**src/rtl/ip_fp_addsub_issue_if.sv**
```systemverilog
// ----------------------------------------------------------------------------
// ip_fp_addsub_issue_if
// Handshake bundle between an operand producer, the FP add/sub issue stage
// and the adder that consumes its head entry.
//
//   in_valid / in_ready      operand pair handshake (producer -> issue stage)
//   in_op, in_rnd            0 add / 1 sub, rounding mode
//   in_a, in_b, in_tag       operands and sideband tag
//   out_valid / out_ready    head entry handshake (issue stage -> adder)
//   out_op .. out_tag        registered head entry fields
//   out_special, out_spec_z  special-case flag and bypass result
//   out_invalid              head is an invalid operation
//   occupancy                number of buffered entries (0..2)
//
// The issue stage connects through the slave modport; the producer/consumer
// side (or a bench) uses the master modport.
// ----------------------------------------------------------------------------
interface ip_fp_addsub_issue_if #(
    parameter int P_WORD = 16,
    parameter int P_TAG  = 4
);
    logic              in_valid;
    logic              in_ready;
    logic              in_op;
    logic [2:0]        in_rnd;
    logic [P_WORD-1:0] in_a;
    logic [P_WORD-1:0] in_b;
    logic [P_TAG-1:0]  in_tag;

    logic              out_valid;
    logic              out_ready;
    logic              out_op;
    logic [2:0]        out_rnd;
    logic [P_WORD-1:0] out_a;
    logic [P_WORD-1:0] out_b;
    logic [P_TAG-1:0]  out_tag;
    logic              out_special;
    logic [P_WORD-1:0] out_spec_z;
    logic              out_invalid;
    logic [1:0]        occupancy;

    modport master (
        output in_valid, in_op, in_rnd, in_a, in_b, in_tag, out_ready,
        input  in_ready, out_valid, out_op, out_rnd, out_a, out_b, out_tag,
               out_special, out_spec_z, out_invalid, occupancy
    );

    modport slave (
        input  in_valid, in_op, in_rnd, in_a, in_b, in_tag, out_ready,
        output in_ready, out_valid, out_op, out_rnd, out_a, out_b, out_tag,
               out_special, out_spec_z, out_invalid, occupancy
    );
endinterface

```
**src/rtl/ip_fp_addsub_issue.sv**
```systemverilog
// ----------------------------------------------------------------------------
// ip_fp_addsub_issue
// Operand issue stage in front of the FP add/sub datapath. Operand pairs are
// accepted over valid/ready, buffered in a 2-entry FIFO and presented as
// registered fields to the adder. IEEE specials (NaN, Inf, zero), which the
// adder does not handle, are classified when an entry is written and the
// special result is carried alongside the entry as a bypass value.
//
// Ports
//   clk    rising-edge clock
//   rst_n  synchronous reset, active low
//   bus    ip_fp_addsub_issue_if.slave (see interface header for fields)
//
// Every output is a function of registers only: there is no combinational
// path from the in_* side to the out_* side or to in_ready.
// ----------------------------------------------------------------------------
module ip_fp_addsub_issue #(
    parameter int P_EXP  = 5,
    parameter int P_FRAC = 10,
    parameter int P_WORD = 1 + P_EXP + P_FRAC,
    parameter int P_TAG  = 4
) (
    input  logic                  clk,
    input  logic                  rst_n,
    ip_fp_addsub_issue_if.slave   bus
);

    localparam logic [1:0] OCC_EMPTY = 2'd0;
    localparam logic [1:0] OCC_FULL  = 2'd2;

    // One buffered operand pair together with its precomputed classification.
    typedef struct packed {
        logic              op;
        logic [2:0]        rnd;
        logic [P_WORD-1:0] a;
        logic [P_WORD-1:0] b;
        logic [P_TAG-1:0]  tag;
        logic              special;
        logic              invalid;
        logic [P_WORD-1:0] spec_z;
    } entry_t;

    typedef struct packed {
        logic              special;
        logic              invalid;
        logic [P_WORD-1:0] z;
    } spec_t;

    // ------------------------------------------------------------------------
    // Special-case classification. The checks are ordered by priority: NaN
    // inputs dominate, then infinities, then zeros. Subnormals are ordinary
    // operands for the adder. The b operand enters the sum as (b_sign ^ op),
    // so wherever b (or its sign) is forwarded the effective sign is used.
    // ------------------------------------------------------------------------
    function automatic spec_t classify(
        input logic [P_WORD-1:0] a,
        input logic [P_WORD-1:0] b,
        input logic              op,
        input logic [2:0]        rnd
    );
        logic              a_sign;
        logic              b_sign;
        logic              b_eff_sign;
        logic              eff_sub;
        logic              zero_sign;
        logic [P_EXP-1:0]  a_exp;
        logic [P_EXP-1:0]  b_exp;
        logic [P_FRAC-1:0] a_frac;
        logic [P_FRAC-1:0] b_frac;
        logic              a_nan;
        logic              b_nan;
        logic              a_snan;
        logic              b_snan;
        logic              a_inf;
        logic              b_inf;
        logic              a_zero;
        logic              b_zero;
        logic [P_WORD-1:0] qnan;
        spec_t             r;

        a_sign     = a[P_WORD-1];
        b_sign     = b[P_WORD-1];
        a_exp      = a[P_WORD-2 -: P_EXP];
        b_exp      = b[P_WORD-2 -: P_EXP];
        a_frac     = a[P_FRAC-1:0];
        b_frac     = b[P_FRAC-1:0];
        b_eff_sign = b_sign ^ op;
        eff_sub    = op ^ a_sign ^ b_sign;

        a_nan  = (&a_exp) & (|a_frac);
        b_nan  = (&b_exp) & (|b_frac);
        // A NaN with a clear fraction MSB is signalling.
        a_snan = a_nan & ~a_frac[P_FRAC-1];
        b_snan = b_nan & ~b_frac[P_FRAC-1];
        a_inf  = (&a_exp) & ~(|a_frac);
        b_inf  = (&b_exp) & ~(|b_frac);
        a_zero = ~(|a_exp) & ~(|a_frac);
        b_zero = ~(|b_exp) & ~(|b_frac);

        // Canonical quiet NaN: positive, exponent all ones, fraction MSB only.
        qnan = {1'b0, {P_EXP{1'b1}}, 1'b1, {(P_FRAC-1){1'b0}}};

        // Exact zero sum: round-toward-negative yields -0 unless both are +0.
        if (rnd == 3'b010) begin
            zero_sign = a_sign | b_eff_sign;
        end else begin
            zero_sign = a_sign & b_eff_sign;
        end

        r = '0;
        if (a_nan || b_nan) begin
            r.special = 1'b1;
            r.invalid = a_snan | b_snan;
            r.z       = qnan;
        end else if (a_inf && b_inf && eff_sub) begin
            // Inf - Inf has no meaningful value.
            r.special = 1'b1;
            r.invalid = 1'b1;
            r.z       = qnan;
        end else if (a_inf && b_inf) begin
            r.special = 1'b1;
            r.invalid = 1'b0;
            r.z       = a;
        end else if (a_inf) begin
            r.special = 1'b1;
            r.invalid = 1'b0;
            r.z       = a;
        end else if (b_inf) begin
            r.special = 1'b1;
            r.invalid = 1'b0;
            r.z       = {b_eff_sign, b[P_WORD-2:0]};
        end else if (a_zero && b_zero) begin
            r.special = 1'b1;
            r.invalid = 1'b0;
            r.z       = {zero_sign, {(P_WORD-1){1'b0}}};
        end else if (a_zero) begin
            r.special = 1'b1;
            r.invalid = 1'b0;
            r.z       = {b_eff_sign, b[P_WORD-2:0]};
        end else if (b_zero) begin
            r.special = 1'b1;
            r.invalid = 1'b0;
            r.z       = a;
        end else begin
            r = '0;
        end
        return r;
    endfunction

    // ------------------------------------------------------------------------
    // State
    // ------------------------------------------------------------------------
    entry_t     mem_r [2];
    logic       wr_ptr_r;
    logic       rd_ptr_r;
    logic [1:0] occ_r;

    logic       push_s;
    logic       pop_s;
    logic       in_ready_s;
    logic       out_valid_s;
    logic [1:0] occ_next_s;
    spec_t      spec_s;
    entry_t     new_entry_s;
    entry_t     head_s;

    // Flow control derives only from the occupancy register.
    assign in_ready_s  = (occ_r != OCC_FULL);
    assign out_valid_s = (occ_r != OCC_EMPTY);
    assign push_s      = bus.in_valid & in_ready_s;
    assign pop_s       = out_valid_s & bus.out_ready;

    // Classify the incoming pair and assemble the entry to be written.
    always_comb begin
        spec_s              = classify(bus.in_a, bus.in_b, bus.in_op, bus.in_rnd);
        new_entry_s         = '0;
        new_entry_s.op      = bus.in_op;
        new_entry_s.rnd     = bus.in_rnd;
        new_entry_s.a       = bus.in_a;
        new_entry_s.b       = bus.in_b;
        new_entry_s.tag     = bus.in_tag;
        new_entry_s.special = spec_s.special;
        new_entry_s.invalid = spec_s.invalid;
        new_entry_s.spec_z  = spec_s.z;
    end

    // Next occupancy: a simultaneous push and pop leaves it unchanged.
    always_comb begin
        occ_next_s = occ_r;
        case ({push_s, pop_s})
            2'b10:   occ_next_s = occ_r + 2'd1;
            2'b01:   occ_next_s = occ_r - 2'd1;
            default: occ_next_s = occ_r;
        endcase
    end

    // FIFO storage, 1-bit wrapping pointers and occupancy register.
    always_ff @(posedge clk) begin
        if (!rst_n) begin
            mem_r[0] <= '0;
            mem_r[1] <= '0;
            wr_ptr_r <= 1'b0;
            rd_ptr_r <= 1'b0;
            occ_r    <= OCC_EMPTY;
        end else begin
            if (push_s) begin
                mem_r[wr_ptr_r] <= new_entry_s;
                wr_ptr_r        <= ~wr_ptr_r;
            end
            if (pop_s) begin
                rd_ptr_r <= ~rd_ptr_r;
            end
            occ_r <= occ_next_s;
        end
    end

    // Present the head entry; data fields are forced to zero while empty so
    // stale storage never leaks toward the adder.
    always_comb begin
        if (out_valid_s) begin
            head_s = mem_r[rd_ptr_r];
        end else begin
            head_s = '0;
        end
    end

    assign bus.in_ready    = in_ready_s;
    assign bus.out_valid   = out_valid_s;
    assign bus.out_op      = head_s.op;
    assign bus.out_rnd     = head_s.rnd;
    assign bus.out_a       = head_s.a;
    assign bus.out_b       = head_s.b;
    assign bus.out_tag     = head_s.tag;
    assign bus.out_special = head_s.special;
    assign bus.out_spec_z  = head_s.spec_z;
    assign bus.out_invalid = head_s.invalid;
    assign bus.occupancy   = occ_r;

endmodule
```
**src/flat_wrapper.sv**
```systemverilog
// flat-port wrapper written by rule: the top's interface ports become plain ports
module ip_fp_addsub_issue_flat 
#(
    parameter int P_EXP  = 5,
    parameter int P_FRAC = 10,
    parameter int P_WORD = 1 + P_EXP + P_FRAC,
    parameter int P_TAG  = 4
)
  (clk, rst_n, bus_in_valid, bus_in_op, bus_in_rnd, bus_in_a, bus_in_b, bus_in_tag, bus_out_ready, bus_in_ready, bus_out_valid, bus_out_op, bus_out_rnd, bus_out_a, bus_out_b, bus_out_tag, bus_out_special, bus_out_spec_z, bus_out_invalid, bus_occupancy);
  ip_fp_addsub_issue_if #(.P_WORD(P_WORD), .P_TAG(P_TAG)) bus_i ();
  input  logic clk;
  input  logic rst_n;
  input wire logic [$bits(bus_i.in_valid)-1:0] bus_in_valid;
  input wire logic [$bits(bus_i.in_op)-1:0] bus_in_op;
  input wire logic [$bits(bus_i.in_rnd)-1:0] bus_in_rnd;
  input wire logic [$bits(bus_i.in_a)-1:0] bus_in_a;
  input wire logic [$bits(bus_i.in_b)-1:0] bus_in_b;
  input wire logic [$bits(bus_i.in_tag)-1:0] bus_in_tag;
  input wire logic [$bits(bus_i.out_ready)-1:0] bus_out_ready;
  output wire logic [$bits(bus_i.in_ready)-1:0] bus_in_ready;
  output wire logic [$bits(bus_i.out_valid)-1:0] bus_out_valid;
  output wire logic [$bits(bus_i.out_op)-1:0] bus_out_op;
  output wire logic [$bits(bus_i.out_rnd)-1:0] bus_out_rnd;
  output wire logic [$bits(bus_i.out_a)-1:0] bus_out_a;
  output wire logic [$bits(bus_i.out_b)-1:0] bus_out_b;
  output wire logic [$bits(bus_i.out_tag)-1:0] bus_out_tag;
  output wire logic [$bits(bus_i.out_special)-1:0] bus_out_special;
  output wire logic [$bits(bus_i.out_spec_z)-1:0] bus_out_spec_z;
  output wire logic [$bits(bus_i.out_invalid)-1:0] bus_out_invalid;
  output wire logic [$bits(bus_i.occupancy)-1:0] bus_occupancy;
  assign bus_i.in_valid = bus_in_valid;
  assign bus_i.in_op = bus_in_op;
  assign bus_i.in_rnd = bus_in_rnd;
  assign bus_i.in_a = bus_in_a;
  assign bus_i.in_b = bus_in_b;
  assign bus_i.in_tag = bus_in_tag;
  assign bus_i.out_ready = bus_out_ready;
  assign bus_in_ready = bus_i.in_ready;
  assign bus_out_valid = bus_i.out_valid;
  assign bus_out_op = bus_i.out_op;
  assign bus_out_rnd = bus_i.out_rnd;
  assign bus_out_a = bus_i.out_a;
  assign bus_out_b = bus_i.out_b;
  assign bus_out_tag = bus_i.out_tag;
  assign bus_out_special = bus_i.out_special;
  assign bus_out_spec_z = bus_i.out_spec_z;
  assign bus_out_invalid = bus_i.out_invalid;
  assign bus_occupancy = bus_i.occupancy;
  ip_fp_addsub_issue #(.P_EXP(P_EXP), .P_FRAC(P_FRAC), .P_WORD(P_WORD), .P_TAG(P_TAG)) u_core (.clk(clk), .rst_n(rst_n), .bus(bus_i));
endmodule
```
**config.mk**
```make
export PLATFORM = sky130hd
export DESIGN_NAME = ip_fp_addsub_issue_flat
export DESIGN_NICKNAME = d
export VERILOG_FILES = /design/src/rtl/ip_fp_addsub_issue_if.sv /design/src/rtl/ip_fp_addsub_issue.sv /design/src/flat_wrapper.sv
export SDC_FILE = /design/constraint.sdc
export NUM_CORES = 1
export LEC_CHECK = 0
export BUFFER_PORTS_ARGS = -buffer_cell sky130_fd_sc_hd__buf_2
export CAP_MARGIN = 20
export CELL_PAD_IN_SITES_DETAIL_PLACEMENT = 0
export CELL_PAD_IN_SITES_GLOBAL_PLACEMENT = 2
export CORE_ASPECT_RATIO = 1.1
export CORE_MARGIN = 2
export CORE_UTILIZATION = 40
export CTS_CLUSTER_DIAMETER = 150
export CTS_CLUSTER_SIZE = 24
export DETAILED_ROUTE_END_ITERATION = 16
export HOLD_SLACK_MARGIN = 0.08
export PLACE_DENSITY_LB_ADDON = 0.15
export SLEW_MARGIN = 20
export SYNTH_ARGS = -nofsm -noshare
export SYNTH_HDL_FRONTEND = slang
export SYNTH_SLANG_ARGS = --single-unit
```
**constraint.sdc**
```tcl
create_clock -name clk -period 11.3 [get_ports clk]
set_clock_uncertainty 0.1 [all_clocks]
set_input_delay 0 -clock clk [delete_from_list [all_inputs] [get_ports clk]]
set_output_delay 0 -clock clk [all_outputs]
set_load 0.02 [all_outputs]
```
=== Yosys cells after proc, flatten, opt, wreduce, memory -nomap -nowiden ===
Memories as Yosys holds them, arrays and structs flattened. A register that Yosys moved wholly into a read port is not among the register bits.
Cells that the tools add are included.

* Bits in registers: 4
* Bits in latches: 0
* Memory bits (writable): 116
* ROM bits: 0
* Bits of input ports: 44
* Logic and storage cells: 67
* Memories: 1

{| class="wikitable"
|+ Memories
! name !! depth !! width !! rd ports !! clocked after memory_dff !! wr ports !! line !! RTL
|-
| u_core.mem_r || 2 || 58 || 1 || 1 || 2 || ip_fp_addsub_issue.sv:153 || <nowiki>entry_t mem_r [2];</nowiki>
|}

* Add/sub/neg operators: 2
* $mul: 0
* Div/mod/pow operators: 0
* Order comparisons: 0
* Equal/unequal tests: 4
* Shifts and indexed selects: 0
* Multiplexer cells: 20
* Bitwise operators: 24
* Reductions and logical operators: 13

{| class="wikitable"
|+ Operators by type and width
! kind !! count
|-
| 18-bit two-way mux || 8
|-
| 58-bit two-way mux || 2
|-
| 58-bit OR reduction || 1
|-
| 10-bit OR reduction || 2
|-
| 1-bit AND || 11
|-
| 5-bit AND reduction || 2
|-
| 5-bit OR reduction || 2
|-
| 1-bit two-way mux || 9
|-
| 1-bit inverter || 8
|-
| 2-bit case mux with 2 select lines || 1
|-
| 2-bit nonzero test || 2
|-
| 3-bit by 2-bit equality test with 1-bit output, second input constant || 1
|-
| 1-bit logical AND || 3
|-
| 1-bit bitwise XOR || 3
|-
| 2-bit by 1-bit adder with 2-bit output, second input constant || 1
|-
| 2-bit by 1-bit equality test with 1-bit output, second input constant || 1
|-
| 2-bit equality test, second input constant || 1
|-
| 2-bit != test, second input constant || 1
|-
| 1-bit bitwise OR || 2
|-
| 2-bit by 1-bit subtractor with 2-bit output, second input constant || 1
|-
| 1-bit logical OR || 1
|}

=== Longest topological paths before layout ===
* Depth after elaboration: 12
* Mapped depth: 8
* Gate-level depth less buffers: 7

=== Worst setup path after synthesis ===
OpenSTA, ideal clock, no wires.

* Path kind: reg2reg
* Start: reg u_core.occ_r[0], in the netlist u_core.bus.occupancy[0]
* End: mem u_core.mem_r[0][0] in the netlist's numbering (enable)
* Library setup time: 554 ps
* Arrival time: 5158 ps
* Data required time: 10646 ps
* Setup slack: 5488 ps
* Cell stages (with the launch flop): 5
* Buffers on the path: 0
* Path through: dfxtp_1 nand2b_1 and2_1 inv_1 o21ai_0

{| class="wikitable"
|+ RTL lines
! what !! line !! RTL
|-
| from (decl) || ip_fp_addsub_issue.sv:156 || <nowiki>logic [1:0] occ_r;</nowiki>
|-
| from (signal assigned) || ip_fp_addsub_issue.sv:213 || <nowiki>occ_r <= occ_next_s;</nowiki>
|-
| to (decl) || ip_fp_addsub_issue.sv:153 ||
|}

==> reports/results.md <==
| Step | Parameter | Reported |
| --- | --- | --- |
| status | Status | completed |
| synth | Most common cell in the netlist | edfxtp_1 |
| timing | Total of endpoints with negative setup slack in the final report | 0 |
| placement | Number of port buffers | 105 |
| clocking | Postcts setup bufs | 0 |
| pwr | Relative contribution of sequential cells to total power | 37.7% |
| critical path | Cells along the critical path | dlygate4sd3_1 > buf_2 > or4_1 > or4b_4 > or3_4 > o21ai_4 > a221oi_2 > nor4_2 |
| global routing | Met1 track demand over resource in global routing | 24.4% |
| timing | Actual transition at the worst max-transition pin | 1.09 ns |
| floorplanning | Initial cell density of the core | 40.7% |
| synth | Dominant cell type by area after synthesis | edfxtp_1 |
| floorplanning | Core area | 0.0144 mm² |
| clocking | Count of H-tree levels built during CTS | 4 |
| routing | Remaining routing DRC violations | 0 |
| timing | Tmin final | 2.99 ns |
| pwr | Maximum resistive drop on vdd | 0.000349 V |
| floorplanning | Die outline area | 0.0156 mm² |
| global routing | Via count of the first global-routing pass | 4,087 |
| timing | Number of max-slew violations in the final report | 0 |
| synth | Register area share after synthesis | 61.1% |
| synth | Post-synth top area share | 59.4% |
| critical path | Data arrival, critical path | 3.12 ns |
| global routing | Gr busiest metal | met2 |
| global routing | Antenna violations before repair | 0 |
| routing | Initial detailed-routing violation count | 195 |
| routing | Total detailed-routing wirelength | 14,300 µm |
| synth | Yosys Warn Count | 0 |
| finish | Fill cells | 1,314 |
| global routing | Global-route wire length before repair | 22,300 µm |
| pwr | Static leakage power | 0.00298 µW |
| synth | Cell types with the largest area share after synthesis | edfxtp_1 (59%), mux2i_1 (10%), and2_1 (9.2%) |
| routing | Routed vias | 4,091 |
| synth | Top cells by count, synth | edfxtp_1 (116), and2_1 (86), nor2_1 (84) |
| synth | Netlist area before placement | 0.00586 mm² |
| worst hold path | Launch point of the worst hold path | bus_in_valid |
| finish | Share of final-layout standard cells stronger than drive strength 1 | 26.7% |
| clocking | Clock network latency to the later pin of the worst-skew pair | 0.41 ns |
| synth | Post-synth net total | 524 |
| timing | Unrepaired setup endpoints after global routing | false |
| synth | Register bit total from synthesis | 121 |
| critical path | Worst reg2reg path startpoint | u_core.bus.occupancy[0] |
| pwr | Power share of the combinational group | 27.6% |
| global routing | Pin count of the biggest net entering global routing | 59 |
| routing | Antenna violation net count after detailed routing | 0 |
| finish | Share of the core filled with cells in the final layout | 53.2% |
| floorplanning | Site row count | 46 |
| pwr | Net load switching power | 557 µW |
| floorplanning | Die Width | 119 µm |
| pwr | Internal power of the cells | 1130 µW |
| clocking | Number of buffers inserted by hold repair at cts | 43 |
| clocking | Clock transition at the registers of the reported paths | 0.06 ns |
| pwr | Pwr Density | 220 mW/mm² |
| critical path | Largest fanout on the critical path | 12 |
| pwr | Total Power | 1680 µW |
| flow run | Number of maximum-capacitance constraint violations | 0 |
| finish | Area of combinational cells with multiple inputs | 0.00217 mm² |
| timing | Final hold vios | 0 |
| critical path | Slowest library cell on the worst path | or4_1 |
| clocking | Clock tree from TritonCTS | done |
| clocking | Inserted Clock Buffers | 17 |
| finish | Antenna diode count | 0 |
| worst hold path | Worst hold path type | in -> reg |
| clocking | Cells resized by post-CTS repair | 0 |
| global routing | Global routing usage summed across all routing layers | 18.9% |
| finish | Number of nets in the finished design | 668 |
| synth | Count of flip-flops with a built-in enable after synthesis | 116 |
| finish | Flip-flop and latch area | 0.00359 mm² |
| floorplanning | Die Y | 131 µm |
| routing | Ratio of routed vias to standard cells | 4.94 |
| critical path | CP startpoint kind | input pin |
| placement | HPWL Detailed | 8910 µm |
| global routing | Met2 demand-to-capacity share in global routing | 32.4% |
| synth | Instance count of the mapped netlist | 479 |
| timing | Part of the cycle the worst path needs | 26.5% |
| pwr | Share of total power in the clock network | 34.7% |
| timing | TNS Setup | 0 ns |
| pwr | Share of total power consumed by net switching | 33.1% |
| clocking | Sink Count | 121 |
| clocking | Root buffer cell | clkbuf_16 |
| global routing | Total congestion overflow after global routing | 0 |
| synth | Number of distinct library cell variants in the gate-level netlist after synthesis | 46 |
| finish | Synthesis-to-layout area growth | 30.6% |
| global routing | Met3 track demand over resource | 3.99% |
| synth | Async set-or-reset flop fraction in the synthesized netlist | 0% |
| critical path | Delay contributed by the slowest stage of the critical path | 0.58 ns |
| placement | Placer congestion estimate | 0.807 |
| routing | Routed length per placed instance | 17.3 µm |
| critical path | CP Data Required Time | 11.43 ns |
| critical path | Critical Path End Type | flip-flop |
| routing | Pre-antenna DRT Iters | 5 |
| clocking | Maximum clock insertion buffer count | 2 |
| critical path | Type of the worst setup path | in -> reg |
| critical path | Startpoint of the worst setup timing path | bus_in_b[2] |
| synth | Avg Cell Area, Syn | 12.2 µm² |
| synth | Prevailing post-synth register cell | edfxtp_1 |
| timing | Worst relative slew slack | 27.6% |
| floorplanning | Boundary pin count | 106 |
| timing | Fmax | 334 MHz |
[power by group through the flow]
| stage | clock, µW | combinational [µW] | sequential, µW |
|---|---|---|---|
| 6_report | 585 | 464 | 635 |
| 4_1_cts | 593 | 473 | 637 |
| 2_1_floorplan | 0 | 336 | 603 |
| 3_5_place_dp | 0 | 458 | 646 |
| 3_3_place_gp | 0 | 453 | 643 |
| 5_1_grt | 612 | 507 | 645 |
[cell type report]
cell class                      count  share of cell area [%]
Clock buffer                       19                    5.92
Clock inverter                     13                    2.50
Inverter                            3                   0.147
Multi-Input combinational cell    326                    28.3
Sequential cell                   121                    46.9
Tap cell                          192                    3.14
Timing Repair Buffer              154                    13.1
[worst max-delay path: cells and delay by family]
| kind | cells | cell delay, ns |
|---|---|---|
| buffers and inverters | 2 | 0.71 |
| AO/OA/AOI/OAI | 2 | 0.54 |
| AND/OR/NAND/NOR | 4 | 1.87 |
[path summary, 6_finish.rpt]
| path | endpoint | slack (ns) | cells past startpoint |
|---|---|---|---|
| worst max-delay path | u_core.mem_r[0][15] | 8.31 | 8 |
| worst min-delay path | u_core.wr_ptr_r | 0.12 | 5 |
| worst max register to register | u_core.mem_r[1][0] | 8.36 | 5 |
| worst min register to register | u_core.rd_ptr_r | 0.49 | 2 |
[flip-flops by register name, summed over array words and instances, names as in the netlist, named ones only]
signal and count:
u_core.mem_r 116, u_core.rd_ptr_r 1, u_core.bus.occupancy 2, u_core.wr_ptr_r 1
[routing by layer]
metal | vias to the layer above | share of wire [%]
met5 | - | 0
met3 | 6 | 4.9
li1 | 2001 | -
met2 | 111 | 50
met1 | 1973 | 45
met4 | 0 | 0.50
[kinds of logic after synthesis]
kind of cell             count (synthesis)  synth area share (%)
flip-flops                             121                  61.1
AND/OR/NAND/NOR                        224                  20.6
multiplexers                            59                  10.1
AO/OA/AOI/OAI                           35                  4.61
XOR/XNOR                                 6                 0.897
adder cells (fa/ha/maj)                  2                 0.384
buffers and inverters                   32                  2.26
[cells in the final DEF, fill, tap and decap left out, drive strengths merged, types with 3 or more instances in the layout]
master and instances:
edfxtp 116, nand3 5, or3 4, xnor2 3, and2 86, a22oi 8
dfxtp 5, clkbuf 19, and3 3, dlygate4sd3 43, xor2 3, clkinv 4
nor2 84, buf 111, a21oi 15, mux2i 59, nor3 17, bufinv 4
inv 5, o21ai 5, nand2 9, nor4 4, clkinvlp 3
[through the flow]
step | hold WS, ns | setup WS, ns | area (µm²) | instances
2_1_floorplan | 0.0982 | 5.49 | 5860 | 479
3_3_place_gp | 0.189 | 8.44 | 6580 | 753
3_5_place_dp | 0.189 | 8.36 | 6580 | 753
4_1_cts | 0.109 | 8.33 | 7650 | 828
5_1_grt | 0.221 | 8.12 | 7650 | 828
6_report | 0.125 | 8.31 | 7650 | 828
(Power assumes the default switching activity.)
